===== config.mk =====
export PLATFORM = sky130hd
export DESIGN_NAME = time_nmr_start
export DESIGN_NICKNAME = d
export VERILOG_FILES = /design/src/rtl/time_redundancy_pkg.sv /design/src/rtl/time_id_gen.sv /design/src/rtl/time_nmr_start.sv
export SDC_FILE = /design/constraint.sdc
export NUM_CORES = 1
export LEC_CHECK = 0
export CORE_MARGIN = 5
export CORE_UTILIZATION = 37
export CTS_CLUSTER_DIAMETER = 60
export DETAILED_ROUTE_END_ITERATION = 8
export PLACE_DENSITY_LB_ADDON = 0.2
export SLEW_MARGIN = 20
export SYNTH_ARGS = -nofsm -noshare
export SYNTH_HDL_FRONTEND = slang
export SYNTH_HIERARCHICAL = 1
export SYNTH_SLANG_ARGS = --single-unit

===== constraint.sdc =====
create_clock -name clk_i -period 1.4 [get_ports clk_i]
set_input_delay 0.35 -clock clk_i [delete_from_list [all_inputs] [get_ports clk_i]]
set_output_delay 0.35 -clock clk_i [all_outputs]
set_load 0.02 [all_outputs]

===== src/rtl/time_redundancy_pkg.sv =====
// time_redundancy_pkg
//   Shared definitions for the time-redundancy start/end blocks.
//   - nmr_start_state_t : splitter FSM states
//   - MaxNumReps        : largest supported replication count
//   - MaxIdSize         : widest ID handled by id_next()
//   - id_next()         : parity-protected ID increment. The low id_size-1 bits
//                         count modulo 2^(id_size-1); bit id_size-1 carries
//                         the XOR of the count bits. Bits above id_size are 0.
package time_redundancy_pkg;

  localparam int MaxNumReps = 7;
  localparam int MaxIdSize  = 16;

  typedef enum logic [1:0] {
    IDLE      = 2'd0,
    HOLD      = 2'd1,
    REPLICATE = 2'd2
  } nmr_start_state_t;

  function automatic logic [MaxIdSize-1:0] id_next(input logic [MaxIdSize-1:0] id,
                                                   input int id_size);
    logic [MaxIdSize-1:0] inc;
    logic [MaxIdSize-1:0] r;
    logic                 p;
    inc = id + 1'b1;
    r   = '0;
    p   = 1'b0;
    for (int i = 0; i < MaxIdSize; i++) begin
      if (i < id_size - 1) begin
        r[i] = inc[i];
        p    = p ^ inc[i];
      end
    end
    for (int i = 0; i < MaxIdSize; i++) begin
      if (i == id_size - 1) r[i] = p;
    end
    return r;
  endfunction

endpackage


===== src/rtl/time_id_gen.sv =====
// time_id_gen
//   Produces the ID the next item will receive: either the parity-protected
//   increment of the current ID, or an externally supplied ID.
//   Ports:
//     cur_id  in  IDSize  last assigned ID
//     ext_id  in  IDSize  external ID (selected when UseExternalId=1)
//     next_id out IDSize  ID for the next accepted item
module time_id_gen
  import time_redundancy_pkg::*;
#(
  parameter int IDSize        = 2,
  parameter bit UseExternalId = 1'b0
) (
  input  logic [IDSize-1:0] cur_id,
  input  logic [IDSize-1:0] ext_id,
  output logic [IDSize-1:0] next_id
);

  logic [MaxIdSize-1:0] nxt_full;

  assign nxt_full = id_next(MaxIdSize'(cur_id), IDSize);
  assign next_id  = UseExternalId ? ext_id : nxt_full[IDSize-1:0];

  // Upper bits are always zero; they exist only because the shared function
  // works at a fixed width.
  if (IDSize < MaxIdSize) begin : g_hi
    logic unused_hi;
    assign unused_hi = ^nxt_full[MaxIdSize-1:IDSize];
  end

endmodule


===== src/rtl/time_nmr_start.sv =====
// time_nmr_start
//   Upstream splitter for time-based N-modular redundancy. Each accepted item
//   is re-issued NumReps times back-to-back (1 time when enable_i is low at
//   accept), carrying the same ID and a replica index. The first copy passes
//   through combinationally.
//   Ports:
//     clk_i, rst_i (async, active-high)
//     enable_i   redundancy enable, latched per accepted item
//     abort_i    drops pending replicas (HOLD/REPLICATE only)
//     next_id_o  ID the next accepted item will get
//     data_i, id_i, valid_i, ready_o        upstream handshake
//     data_o, id_o, rep_o, last_o, valid_o, ready_i  downstream handshake
//   Optional: define TIME_NMR_START_ASSERT_EN to compile in protocol assertions.
module time_nmr_start
  import time_redundancy_pkg::*;
#(
  parameter type DataType      = logic,
  parameter int  NumReps       = 3,
  parameter int  IDSize        = 2,
  parameter bit  UseExternalId = 1'b0,
  parameter int  RepWidth      = (NumReps > 2) ? $clog2(NumReps) : 1
) (
  input  logic                clk_i,
  input  logic                rst_i,
  input  logic                enable_i,
  input  logic                abort_i,
  output logic [IDSize-1:0]   next_id_o,
  input  DataType             data_i,
  input  logic [IDSize-1:0]   id_i,
  input  logic                valid_i,
  output logic                ready_o,
  output DataType             data_o,
  output logic [IDSize-1:0]   id_o,
  output logic [RepWidth-1:0] rep_o,
  output logic                last_o,
  output logic                valid_o,
  input  logic                ready_i
);

  if (NumReps < 1 || NumReps > MaxNumReps) begin : g_bad_reps
    $error("time_nmr_start: NumReps must be within 1..7");
  end
  if (IDSize < 2 || IDSize > MaxIdSize) begin : g_bad_id
    $error("time_nmr_start: IDSize must be within 2..16");
  end

  localparam logic [RepWidth-1:0] RepMax = RepWidth'(NumReps - 1);

  nmr_start_state_t    state_q;
  DataType             data_q;
  logic [IDSize-1:0]   id_q;
  logic [RepWidth-1:0] rep_q;
  logic                en_q;

  logic [RepWidth-1:0] tgt_live, tgt_q;

  time_id_gen #(
    .IDSize       (IDSize),
    .UseExternalId(UseExternalId)
  ) u_id_gen (
    .cur_id (id_q),
    .ext_id (id_i),
    .next_id(next_id_o)
  );

  // Live target governs the pass-through copy; latched target governs the rest.
  assign tgt_live = enable_i ? RepMax : '0;
  assign tgt_q    = en_q     ? RepMax : '0;

  always_comb begin
    if (state_q == IDLE) begin
      ready_o = 1'b1;
      valid_o = valid_i;
      data_o  = data_i;
      id_o    = next_id_o;
      rep_o   = '0;
      last_o  = (tgt_live == '0);
    end else begin
      ready_o = 1'b0;
      valid_o = 1'b1;
      data_o  = data_q;
      id_o    = id_q;
      rep_o   = rep_q;
      last_o  = (rep_q == tgt_q);
    end
  end

  always_ff @(posedge clk_i or posedge rst_i) begin
    if (rst_i) begin
      state_q <= IDLE;
      data_q  <= '0;
      id_q    <= '0;
      rep_q   <= '0;
      en_q    <= 1'b0;
    end else begin
      case (state_q)
        IDLE: begin
          if (valid_i) begin
            data_q <= data_i;
            id_q   <= next_id_o;
            en_q   <= enable_i;
            if (!ready_i) begin
              // original copy not yet taken: replay it from the registers
              state_q <= HOLD;
              rep_q   <= '0;
            end else if (tgt_live != '0) begin
              state_q <= REPLICATE;
              rep_q   <= RepWidth'(1);
            end else begin
              rep_q <= '0;
            end
          end
        end
        HOLD, REPLICATE: begin
          // id_q is kept on abort so the next item still gets a fresh ID
          if (abort_i) begin
            state_q <= IDLE;
            rep_q   <= '0;
          end else if (ready_i) begin
            if (rep_q == tgt_q) begin
              state_q <= IDLE;
              rep_q   <= '0;
            end else begin
              state_q <= REPLICATE;
              rep_q   <= rep_q + 1'b1;
            end
          end
        end
        default: begin
          state_q <= IDLE;
          rep_q   <= '0;
        end
      endcase
    end
  end

`ifdef TIME_NMR_START_ASSERT_EN
  a_stable: assert property (@(posedge clk_i) disable iff (rst_i)
    (valid_o && !ready_i && state_q != IDLE && !abort_i) |=>
      ($stable(data_o) && $stable(id_o) && $stable(rep_o)));
  a_rep_range: assert property (@(posedge clk_i) disable iff (rst_i)
    rep_o <= RepMax);
  a_ready_low: assert property (@(posedge clk_i) disable iff (rst_i)
    (state_q != IDLE) |-> !ready_o);
  a_parity: assert property (@(posedge clk_i) disable iff (rst_i)
    (!UseExternalId) |-> (id_o[IDSize-1] == ^id_o[IDSize-2:0]));
`endif

endmodule


After elaboration in Yosys (flattened, before gate mapping)
Index checks and enable logic that the tools add are counted.
{"block": "word_totals", "output_inout_bits": 10, "elab_cells": 42, "register_bits": 7}
{"block": "classes", "addsub": 2, "eq_ne": 6, "mux": 22, "n_reduce_logical": 7}
{"op": "2-bit 2-to-1 mux", "count": 14}
{"op": "2-bit case mux with 2 select lines", "count": 2}
{"op": "1-bit 2-to-1 mux", "count": 6}
{"op": "2-bit zero test", "count": 2}
{"op": "2-bit AND reduction", "count": 2}
{"op": "3-bit by 2-bit != test with 1-bit output (second input constant)", "count": 1}
{"op": "3-bit != test (second input constant)", "count": 1}
{"op": "3-bit AND reduction", "count": 1}
{"op": "2-bit by 1-bit adder with 2-bit output (second input constant)", "count": 1}
{"op": "2-bit by 1-bit == test with 1-bit output (second input constant)", "count": 1}
{"op": "2-bit == test", "count": 1}
{"op": "2-bit == test (second input constant)", "count": 1}
{"op": "2-bit != test (second input constant)", "count": 1}
{"op": "2-bit nonzero test", "count": 1}
{"op": "2-bit OR reduction", "count": 1}
{"op": "1-bit adder (second input constant)", "count": 1}

Depth between registers and ports, before layout
{"block": "depth", "ltp_word": 6, "ltp_mapped": 7, "depth_no_buf": 6}

Modules after synthesis
Netlist, hierarchy kept.
{"module": "time_nmr_start", "instances": 1, "area_each_um2": 500.5, "cells_per_inst": 51}
{"module": "time_id_gen", "instances": 1, "area_each_um2": 11.3, "cells_per_inst": 2}

Least setup slack after synthesis
No wires, ideal clock.
{"block": "synth_path", "path_type": "reg-to-output", "startpoint": "reg state_q[1]", "endpoint": "out last_o", "stages_incl_launch_ff": 5, "required_ps": 1050, "t_arrival_ps": 1428, "path_slack_ps": -378, "cell_sequence": "dfrtp_1 > inv_1 > ha_1 > buf_2 > mux2i_1"}
{"block": "synth_via", "elab_chain_len": 2}
{"element": "start, declared", "line_no": "time_nmr_start.sv:49", "rtl": "nmr_start_state_t state_q;"}
{"element": "start signal, assigned", "line_no": "time_nmr_start.sv:90", "rtl": "state_q <= IDLE;"}
{"element": "start signal, assigned", "line_no": "time_nmr_start.sv:104", "rtl": "state_q <= HOLD;"}
{"element": "start signal, assigned", "line_no": "time_nmr_start.sv:107", "rtl": "state_q <= REPLICATE;"}
{"element": "2-bit zero test", "line_no": "time_nmr_start.sv:71", "rtl": "if (state_q == IDLE) begin"}
{"element": "1-bit 2-to-1 mux", "line_no": "time_nmr_start.sv:71"}
{"element": "end, declared", "line_no": "time_nmr_start.sv:35", "rtl": "output logic last_o,"}
No other way between the ends.

Worst setup path after layout
{"block": "layout_path", "startpoint": "reg state_q[1]", "endpoint": "out data_o"}
{"block": "layout_via", "elab_chain_len": 2}
{"element": "2-bit zero test", "line_no": "time_nmr_start.sv:71"}
{"element": "1-bit 2-to-1 mux", "line_no": "time_nmr_start.sv:71"}
{"element": "end, declared", "line_no": "time_nmr_start.sv:32", "rtl": "output DataType data_o,"}
No other way between the ends.

==> impl_metrics.toml <==
[outcome]
status = "complete, but fails checks"
violations = "negative setup slack"

[pwr]
p_leak_nw = 0.461
powerDensity_nw_per_um2 = 2640
peakVddDrop_v = 0.00133
fin_total_pwr_mw = 2.53

[global_route]
grt_pass1_vias = 488
gr-total-overflow = 0
grtUsageTotal_pct = 13.8
grt_max_degree = 9
antenna_found_initial = 0
grt_pass1_wl_mm = 2.15

[setup_path]
path_class = "reg -> out"
critPathBufInv = 2
crit_required_ps = 1050
reg2reg_depth = 6
r2r-end = "id_q[0]$_DFFE_PP0P_"
cp_max_fo = 5
critPathCaptureType = "primary output"
cpLargestDelayFamily = "flip-flops"
max_stage_delay_ps = 400
cp-start-kind = "flop"
arrival_ps = 1380
r2r_setup_slack_ps = -50
crit_chain = "inv_2, ha_4, mux2_4, buf_6"
cp_slowest_cell = "dfrtp_1"
timing.rr.start = "state_q[1]$_DFFE_PP0P_"

[layout]
drive_gt1_share_pct = 58.6
nNetsFinal = 100
area_delta_synth_final_pct = 87.0
finish.instance_area_um2 = 957
antenna_cells = 0
n_fill_cell = 104

[sta]
setup_viol = 13
hold_violations = 0
tightest_slew_ps = 331
relSlewSlack_pct = 77.9
fin_crit_sh_pct = 124
fin_hold_ws_ps = 340
drv_slew = 0
skew_ps = 0.950
rsz0062_at_grt = "true"
max_freq_mhz = 578
fin_crit_ps = 1730
worst_slack_ps = -330

[route]
num_vias = 504
wl_per_cell_um = 13.2
drc = 0
wirelength_mm = 1.35
drtIter0Drc = 3
ant_nets = 0
via_per_inst = 4.94
drt_pass1_iterations = 3

[job]
drv_cap = 0

[floorplanning]
ios = 19
die_w_um = 47.2
die_h_um = 47.2
die_area_um2 = 2230
core_area_um2 = 1300
initial_utilization_pct = 39.3
rows = 13

[clocking]
htreeDepth = 1
cts_buffers = 3
clkLatencyLatePin_ps = 250
cts.clk_slew.worst_paths_ps = 50
cts_num_sinks = 8
cts-root-buf = "clkbuf_4"
cts_tree = "done"
cts_buffer_depth = 2
cts-hold-fix-buffers = 0

[logic_synthesis]
synth_cells = 53
synth_edf_count = 0
synth_most_common_cell = "dfrtp_1"
synthTopCellsByCount = "dfrtp_1, mux2_2, inv_1"
synth_area_leader_cell = "dfrtp_1"
yosysTopAreaCellShare_pct = 39.1
ys_seq_elements = 8
avgSynthCellArea_um2 = 9.66
synth_area_leaders = "dfrtp_1, mux2_2, ha_1, o21ai_0, inv_1"
synthArstFlopShare_pct = 100
synth_ff_type = "dfrtp_1"
ys_types = 24
synth_nets = 64
ys_seq_area_share_pct = 39.1
yosys_warnings = 6
synth_area_um2 = 512

[placement]
gp_congestion = 0.801
place_area_um2 = 805
dp.final_hpwl_um = 928
port_buffers = 16

[min_path]
hold_class = "in -> async"
[report_power, final]
part	internal, mW	leakage (nW)	switching [mW]
Sequential	0.338	0.0996	0.0748
Combinational	1.10	0.347	0.845
Clock	0.0980	0.0138	0.0771
Total	1.53	0.461	0.997
[cells in the final DEF (no fill, tap or decap), drive strengths merged]
cell           count
clkdlybuf4s50      6
nand2b             3
buf               27
nand3              1
xnor2              1
nor2               3
a21boi             1
a21oi              1
mux2i              1
a31oi              2
ha                 2
nand2              4
mux2               7
nor4               1
nor3               1
clkbuf             3
o31ai              2
o22ai              1
inv                5
o21ai              5
nor2b              2
dfrtp              8
[per-layer routing]
metal / GRT usage, % / up-vias / share of wire [%]
li1: - / 256 / -
met1: 18.5 / 239 / 46
met2: 21.4 / 9 / 49
met3: 5.75 / 0 / 5.3
met4: 1.66 / 0 / 0
met5: 0 / - / 0
[how the worst max path moves through the flow]
stage | slack [ps] | endpoint | start | depth (start not counted)
floorplan | -60 | data_o | state_q[1]$_DFFE_PP0P_ | 4
global placement | -510 | last_o | enable_i | 3
detailed placement | -520 | data_o | data_i | 3
CTS | -330 | data_o | state_q[1]$_DFFE_PP0P_ | 4
global route | -390 | data_o | state_q[1]$_DFFE_PP0P_ | 4
finish | -330 | data_o | state_q[1]$_DFFE_PP0P_ | 4
[layout make-up]
type / instances / area (um^2) / share of cell area (%)
Multi-Input combinational cell: 38 / 393 / 41.0
Clock buffer: 3 / 22.5 / 2.35
Timing Repair Buffer: 33 / 304 / 31.8
Sequential cell: 8 / 200 / 20.9
Tap cell: 15 / 18.8 / 1.96
Inverter: 5 / 18.8 / 1.96
[logic make-up after synthesis]
kind of cell / share of synthesized area [%]
and+or+nand+nor: 15.9
AOI/OAI and AO/OA: 14.9
muxes: 17.4
DFF: 39.1
buffers and inverters: 6.11
adders and majority gates: 4.89
xor gates and xnor gates: 1.71
[per-stage QoR]
stage	utilization, %	setup TNS, ps	setup WS [ps]	std cells
finish	73.6	-2280	-330	102
global placement	61.8	-4990	-508	94
detailed placement	61.8	-5180	-519	94
floorplan	-	-204	-62.6	53
CTS	68.3	-2160	-326	100
global route	73.6	-3210	-386	102
[registers in the layout, summed over array words and instances (netlist names)]
| signal | flops |
|---|---|
| state_q | 2 |
| en_q | 1 |
| data_q | 1 |
| rep_q | 2 |
| id_q | 2 |
[repair_timing]
item	in CTS	in global routing
setup buffers	3	3
pin swaps	2	5
cloned	0	0
endpoints found under the setup margin	16	18
resized for setup	65	16
(Power assumes the default switching activity.)
